## config.mk

```make
export PLATFORM = sky130hd
export DESIGN_NAME = and_result_collector
export DESIGN_NICKNAME = d
export VERILOG_FILES = /design/src/rtl/and_col_pkg.sv /design/src/rtl/andcol_shifter.sv /design/src/rtl/and_result_collector.sv
export SDC_FILE = /design/constraint.sdc
export NUM_CORES = 1
export LEC_CHECK = 0
export ABC_AREA = 1
export BUFFER_PORTS_ARGS = -buffer_cell sky130_fd_sc_hd__buf_4
export CAP_MARGIN = 25
export CORE_MARGIN = 2
export CORE_UTILIZATION = 50
export DETAILED_ROUTE_END_ITERATION = 8
export HOLD_SLACK_MARGIN = 0.08
export PLACE_DENSITY_LB_ADDON = 0.2
export SLEW_MARGIN = 40
export SYNTH_ARGS = -nofsm -noshare
export SYNTH_HDL_FRONTEND = slang
export SYNTH_SLANG_ARGS = --single-unit
```

## constraint.sdc

```tcl
create_clock -name inclk -period 1.6 [get_ports inclk]
set_input_delay 0.16 -clock inclk [delete_from_list [all_inputs] [get_ports inclk]]
set_output_delay 0.16 -clock inclk [all_outputs]
set_load 0.05 [all_outputs]
```

## src/rtl/and_col_pkg.sv

```systemverilog
// Shared definitions for the AND result collector: FSM state encoding,
// default sizing constants and the even-parity helper.
package and_col_pkg;

    localparam int ANDCOL_WIDTH = 8;
    localparam int ANDCOL_CNTW  = 16;

    typedef logic [0:0] andcol_state_t;
    localparam andcol_state_t ST_IDLE = 1'b0;
    localparam andcol_state_t ST_ACC  = 1'b1;

    // XOR of all bits; callers zero-extend narrower words.
    function automatic logic even_parity(input logic [31:0] value);
        return ^value;
    endfunction

endpackage

```

## src/rtl/andcol_shifter.sv

```systemverilog
// Serial-to-parallel shifter with bit counter; strobes done_o for the single
// cycle whose inen edge samples the last bit of a word.
module andcol_shifter
    import and_col_pkg::*;
#(
    parameter int WIDTH = ANDCOL_WIDTH
) (
    input  logic             inclk,
    input  logic             inrst,
    input  logic             inbit,
    input  logic             inen,
    output logic [WIDTH-1:0] word_o,
    output logic             done_o
);

    localparam int CW = $clog2(WIDTH);

    andcol_state_t       state_q, state_d;
    logic [CW-1:0]       cnt_q, cnt_d;
    logic [WIDTH-2:0]    sr_q, sr_d;

    // Next-state, shift and completion decode; the newest bit enters the LSB.
    always_comb begin
        state_d = state_q;
        cnt_d   = cnt_q;
        sr_d    = sr_q;
        done_o  = 1'b0;
        word_o  = {sr_q, inbit};
        if (inen) begin
            sr_d = word_o[WIDTH-2:0];
            case (state_q)
                ST_IDLE: begin
                    cnt_d   = CW'(1);
                    state_d = ST_ACC;
                end
                ST_ACC: begin
                    if (cnt_q == CW'(WIDTH - 1)) begin
                        cnt_d   = '0;
                        state_d = ST_IDLE;
                        done_o  = 1'b1;
                    end else begin
                        cnt_d = cnt_q + CW'(1);
                    end
                end
                default: begin
                    cnt_d   = '0;
                    state_d = ST_IDLE;
                end
            endcase
        end else begin
            done_o = 1'b0;
        end
    end

    // State registers.
    always_ff @(posedge inclk or posedge inrst) begin
        if (inrst) begin
            state_q <= ST_IDLE;
            cnt_q   <= '0;
            sr_q    <= '0;
        end else begin
            state_q <= state_d;
            cnt_q   <= cnt_d;
            sr_q    <= sr_d;
        end
    end

endmodule

```

## src/rtl/and_result_collector.sv

```systemverilog
// Packs AND-stage result bits into WIDTH-bit words with a valid/ready output,
// transfer counter and sticky overflow. Optional parity: define ANDCOL_PARITY_EN.
module and_result_collector
    import and_col_pkg::*;
#(
    parameter int WIDTH = ANDCOL_WIDTH,
    parameter int CNTW  = ANDCOL_CNTW
) (
    input  logic             inclk,
    input  logic             inrst,
    input  logic             inbit,
    input  logic             inen,
    output logic [WIDTH-1:0] outdata,
    output logic             outvalid,
    input  logic             inready,
    output logic [CNTW-1:0]  outcount,
    output logic             outovf,
    output logic             outpar
);

    logic [WIDTH-1:0] word_s;
    logic             done_s;
    logic             xfer_s;

    logic [WIDTH-1:0] data_q, data_d;
    logic             valid_q, valid_d;
    logic [CNTW-1:0]  count_q, count_d;
    logic             ovf_q, ovf_d;

    andcol_shifter #(.WIDTH(WIDTH)) u_shifter (
        .inclk  (inclk),
        .inrst  (inrst),
        .inbit  (inbit),
        .inen   (inen),
        .word_o (word_s),
        .done_o (done_s)
    );

    assign xfer_s = valid_q & inready;

    // Output holding register: a completed word loads only if the slot is free
    // or drains on this same edge, otherwise it is dropped and flagged.
    always_comb begin
        data_d  = data_q;
        valid_d = valid_q;
        count_d = xfer_s ? count_q + CNTW'(1) : count_q;
        ovf_d   = ovf_q;
        if (done_s) begin
            if (!valid_q || inready) begin
                data_d  = word_s;
                valid_d = 1'b1;
            end else begin
                ovf_d = 1'b1;
            end
        end else if (xfer_s) begin
            valid_d = 1'b0;
        end else begin
            valid_d = valid_q;
        end
    end

    // Output, counter and overflow registers.
    always_ff @(posedge inclk or posedge inrst) begin
        if (inrst) begin
            data_q  <= '0;
            valid_q <= 1'b0;
            count_q <= '0;
            ovf_q   <= 1'b0;
        end else begin
            data_q  <= data_d;
            valid_q <= valid_d;
            count_q <= count_d;
            ovf_q   <= ovf_d;
        end
    end

    assign outdata  = data_q;
    assign outvalid = valid_q;
    assign outcount = count_q;
    assign outovf   = ovf_q;

`ifdef ANDCOL_PARITY_EN
    logic par_q;

    // Parity registered alongside the data it covers.
    always_ff @(posedge inclk or posedge inrst) begin
        if (inrst) begin
            par_q <= 1'b0;
        end else begin
            par_q <= even_parity(32'(data_d));
        end
    end

    assign outpar = par_q;
`else
    assign outpar = 1'b0;
`endif

endmodule

```

---- After elaboration in Yosys (flattened, before gate mapping) ----
Index checks and enable logic that the tools add are counted.
W data, S select, Z words.
cells by class
  $add $sub $neg .......................... 2
  equality and inequality tests ........... 2
  muxes and demuxes ....................... 10
  bitwise gates (word level) .............. 3
  reduce and logical (&&, ||, !) cells .... 6
operators by type and width
  operator                 number
  $add A16 B1 Y16 const B  1
  $mux W1                  7
  $pmux W3 S2              1
  $reduce_and A2 Y1        3
  $add A3 B1 Y3 const B    1
  $eq A3 B3 Y1 const B     1
  $mux W3                  1
  $ne A2 B1 Y1 const B     1
  $not A1 Y1               2
  $pmux W1 S2              1
  $reduce_bool A2 Y1       1
  $and A1 B1 Y1            1
  $logic_not A1 Y1         1
  $logic_or A1 B1 Y1       1
storage, ports and cells
  flip-flop bits (word level) ............. 37
  input port bits ......................... 5
  logic and storage cells ................. 30

---- Longest topological paths before layout ----
  word-level depth ........................ 6
  mapped depth ............................ 8
  gate-level depth less buffers ........... 8

---- Modules after synthesis ----
Synthesis repeated with hierarchy kept, for this count alone.
unflattened totals
  cell total of the unflattened synthesis .. 178
  area total of the unflattened synthesis .. 1740.4 µm²
modules (own cells, without submodules)
  module                instances  cells each  area each (µm²)  sequential area each (µm²)
  and_result_collector  1          126         1265.0           650.6
  andcol_shifter        1          52          475.5            275.3

---- Worst setup path after synthesis ----
Ideal clock, no wire load.
  path type ............................... register to register
  start point ............................. register count_q[1] (netlist: outcount[1])
  end point ............................... register count_q[8] (netlist: outcount[8])
  library setup time ...................... 0.142 ns
  arrival ................................. 1.491 ns
  required time ........................... 1.458 ns
  setup slack ............................. -0.033 ns
  stages on the path, launching flop included .. 6
  clock period less this slack ............ 1.633 ns
  cells stage by stage .................... dfrtp_1 -> ha_1 -> nand3_1 -> nor3_4 -> nand2_1 -> xnor2_1
between the ends
  cells in the longest elaborated chain, start to end .. 1
ends and longest elaborated chain
  item                      line                        source
  start: declaration        and_result_collector.sv:27  logic [CNTW-1:0] count_q, count_d;
  start signal: assignment  and_result_collector.sv:72  count_q <= count_d;
  $add A16 B1 Y16           and_result_collector.sv:46  count_d = xfer_s ? count_q + CNTW'(1) : count_q;
No other way between the ends.
A chain may end at the register's enable or synchronous reset.

---- Worst setup path after layout ----
  start point ............................. register u_shifter.cnt_q[0]
  end point ............................... register data_q[2] (netlist: outdata[2])
between the ends
  cells in the longest elaborated chain, start to end .. 5
ends and longest elaborated chain
  item                         line                        source
  start: declaration           andcol_shifter.sv:19        logic [CW-1:0] cnt_q, cnt_d;
  start signal: assignment     andcol_shifter.sv:63        cnt_q <= cnt_d;
  $eq A3 B3 Y1                 andcol_shifter.sv:37        if (cnt_q == CW'(WIDTH - 1)) begin
  $mux W1                      andcol_shifter.sv:37
  $mux W1                      andcol_shifter.sv:31        case (state_q)
  $mux W1                      andcol_shifter.sv:29        if (inen) begin
  $reduce_and A2 Y1 (no line)  n/a
  end signal: assignment       and_result_collector.sv:70  data_q <= data_d;
  end: declaration             and_result_collector.sv:25  logic [WIDTH-1:0] data_q, data_d;
No other way between the ends.

==> impl_metrics.ini <==
[placed_design]
io_buffer_count = 30
placed_cell_area_sq_um = 1921
dp_hpwl_mm = 2.260
gp_congestion = 0.8152

[die]
die_y_um = 61.63
start_util_pct = 53.51
core_area_sq_um = 3103
io_pins = 32
die_area_sq_um = 3798
dieWidth_um = 61.63
std_cell_rows = 20

[critical_path]
start_kind = register
r2r_setup_slack_ns = 0.20
critical_path_required_ns = 1.82
r2r-start = u_shifter.cnt_q[0]
crit_path_end_kind = register
cp_slowest_stage_delay_ns = 0.39
crit_arrival_ns = 1.62
path_common_cell = ha_1
path_max_fanout = 16
r2r-end = outdata[2]
crit_slowest_cell = dfrtp_1
crit_chain = ha_1 > ha_1 > inv_1 > nor2_4 > nand2_2 > o21ai_0
reg2reg_depth = 6
path_class = register to register

[route]
ant_nets = 0
via_per_inst = 4.722
drc_errors = 0
wl_per_cell_um = 11.46
dr.pass1.iters = 4
drt-initial-drc-count = 62
finalWirelength_mm = 3.048
vias = 1256

[timing]
skew_ns = 0.01211
setup_violations = 0
tns_ns = 0
rsz0062_at_grt = no
final-hold-violation-count = 0
finalMaxSlewViolations = 0
post-route-period-util_pct = 87.28
period_needed_ns = 1.396
fmax_mhz = 716.1

[yosys]
synth_area_leaders = dfrtp_1 (56%), nand2_1 (12%), inv_1 (6.3%)
synth_edf_count = 0
synth_area_sq_um = 1660
synth_top_cell_area_share_pct = 55.76
synthArstFlopShare_pct = 100.0
synth-seq-area-share_pct = 55.76
synth_cell_types = 23
yosysTopAreaCell = dfrtp_1
yosys_most_used_dff = dfrtp_1
synthTopCellsByCount = nand2_1 (52), dfrtp_1 (37), inv_1 (28)
synth.most_common_cell = nand2_1
syn_nets = 193
ys_ff_latch = 37
yosysWarnings = 0
synthCells = 185
syn-mean-instance-area_sq_um = 8.975

[clock_tree]
clock-sinks = 37
cts_hold_buf = 2
clk_path_buf_depth = 2
post_cts_resized = 0
clk_latency_ns = 0.35
cts_tree = done
cts_buffers = 5
clk_pin_slew_ns = 0.12
cts_root_buffer = clkbuf_4
h-tree-depth = 2
postCtsSetupBuffers = 0

[grt]
antenna_found_initial = 0
grt_pass1_wl_mm = 5.023
grt_max_degree = 38
grt_pass1_vias = 1165
grt_usage_pct = 18.35
gr-total-overflow = 0

[job]
maxCapViolCount = 0

[power]
peakVddDrop_uv = 744.0
leakage_nw = 1.087
cellPowerDensity_nw_per_um2 = 1496

[finish]
drive_gt1_share_pct = 21.17
diodes = 0
nets = 229
stdcell_area_sq_um = 2026
syn_to_final_growth_pct = 22.00
utilization_pct = 65.28

[min_path]
hold_path_end = outcount[1]
whs_path_depth = 4
hold_path_class = input pin to register
hold_start = inready

[outcome]
status = finished, final reports clean
==> cells in the final DEF, fill, tap and decap left out <==
master and n:
nand2_4 1, buf_4 31, xnor2_1 5, xor2_1 5
clkbuf_1 1, o21ai_1 2, nand2_2 2, nor3_4 1
nor3_1 2, nor2_4 1, nand2_1 52, nor2_1 10
dfrtp_2 2, dfrtp_1 35, nand3_1 8, a21o_1 1
clkbuf_4 5, bufinv_16 1, dlygate4sd3_1 2, nor2_2 2
a21oi_1 2, inv_1 28, conb_1 1, ha_1 3
nand4_1 5, o21ai_0 13, clkbuf_8 1
==> area by class of cell <==
| class | instances | area, sq um |
|---|---|---|
| fill | 273 | 1077 |
| multi-input combinational | 116 | 599.3 |
| tap | 44 | 55.05 |
| clock inverter | 1 | 30.03 |
| sequential | 37 | 928.4 |
| timing repair buffer | 33 | 252.7 |
| inverter | 28 | 105.1 |
| clock buffer | 7 | 55.05 |
==> metrics by stage <==
step / std cells / hold WS (ns) / worst slack [ns] / power, mW
2_1_floorplan: 185 / 0.2810 / 0.09439 / 2.053
3_3_place_gp: 256 / 0.2924 / 0.2538 / 2.334
3_5_place_dp: 256 / 0.3154 / 0.2090 / 2.381
4_1_cts: 266 / 0.1304 / 0.1917 / 3.065
5_1_grt: 266 / 0.1370 / 0.04672 / 3.205
6_report: 266 / 0.1423 / 0.2035 / 3.031
==> kinds of logic (layout without fill, tap and decap cells) <==
| logic type | Yosys count | after routing | share of synthesized area (%) |
|---|---|---|---|
| and+or+nand+nor | 84 | 84 | 22.76 |
| DFF | 37 | 37 | 55.77 |
| buffers and inverters | 32 | 69 | 8.138 |
| AOI/OAI and AO/OA | 18 | 18 | 5.577 |
| xor gates and xnor gates | 10 | 10 | 5.275 |
| adders and majority gates | 3 | 3 | 2.261 |
| other | 1 | 1 | 0.2259 |
==> critical path: cells and delay by family (launching register included) <==
family	cells	cell delay [ns]
AOI/OAI and AO/OA	1	0.12
buffers and inverters	1	0.12
adders and majority gates	2	0.37
DFF	1	0.39
and+or+nand+nor	2	0.27
==> power by group <==
| part | internal (mW) | switching, mW |
|---|---|---|
| registers | 1.14 | 0.137 |
| logic | 0.321 | 0.754 |
| clock network | 0.373 | 0.307 |
| total | 1.83 | 1.20 |
==> sequential cells by signal, summed over array words and instances (netlist names) <==
name and flops:
outcount 16, outvalid 1, outovf 1, outdata 8
u_shifter.state_q 1, u_shifter.sr_q 7, u_shifter.cnt_q 3
==> layer usage <==
metal  part of all wire [%]  up-vias  GRT usage [%]  routed length, um
li1                       -      639              -                  -
met1                     48      586          24.09               1457
met2                     46       25          28.12               1396
met3                    4.9        6          5.672                149
met4                    1.4        0          7.903                 44
met5                      0        -              0                  0
==> worst max-delay path by stage <==
stage | start | to | depth (start not counted)
floorplan | outvalid | outcount[8] | 4
global placement | u_shifter.cnt_q[0] | outdata[2] | 6
detailed placement | u_shifter.cnt_q[0] | outdata[7] | 6
CTS | u_shifter.cnt_q[0] | outdata[2] | 6
global route | u_shifter.cnt_q[0] | outdata[1] | 7
finish | u_shifter.cnt_q[0] | outdata[2] | 6
Power figures use the tool's default switching activity.
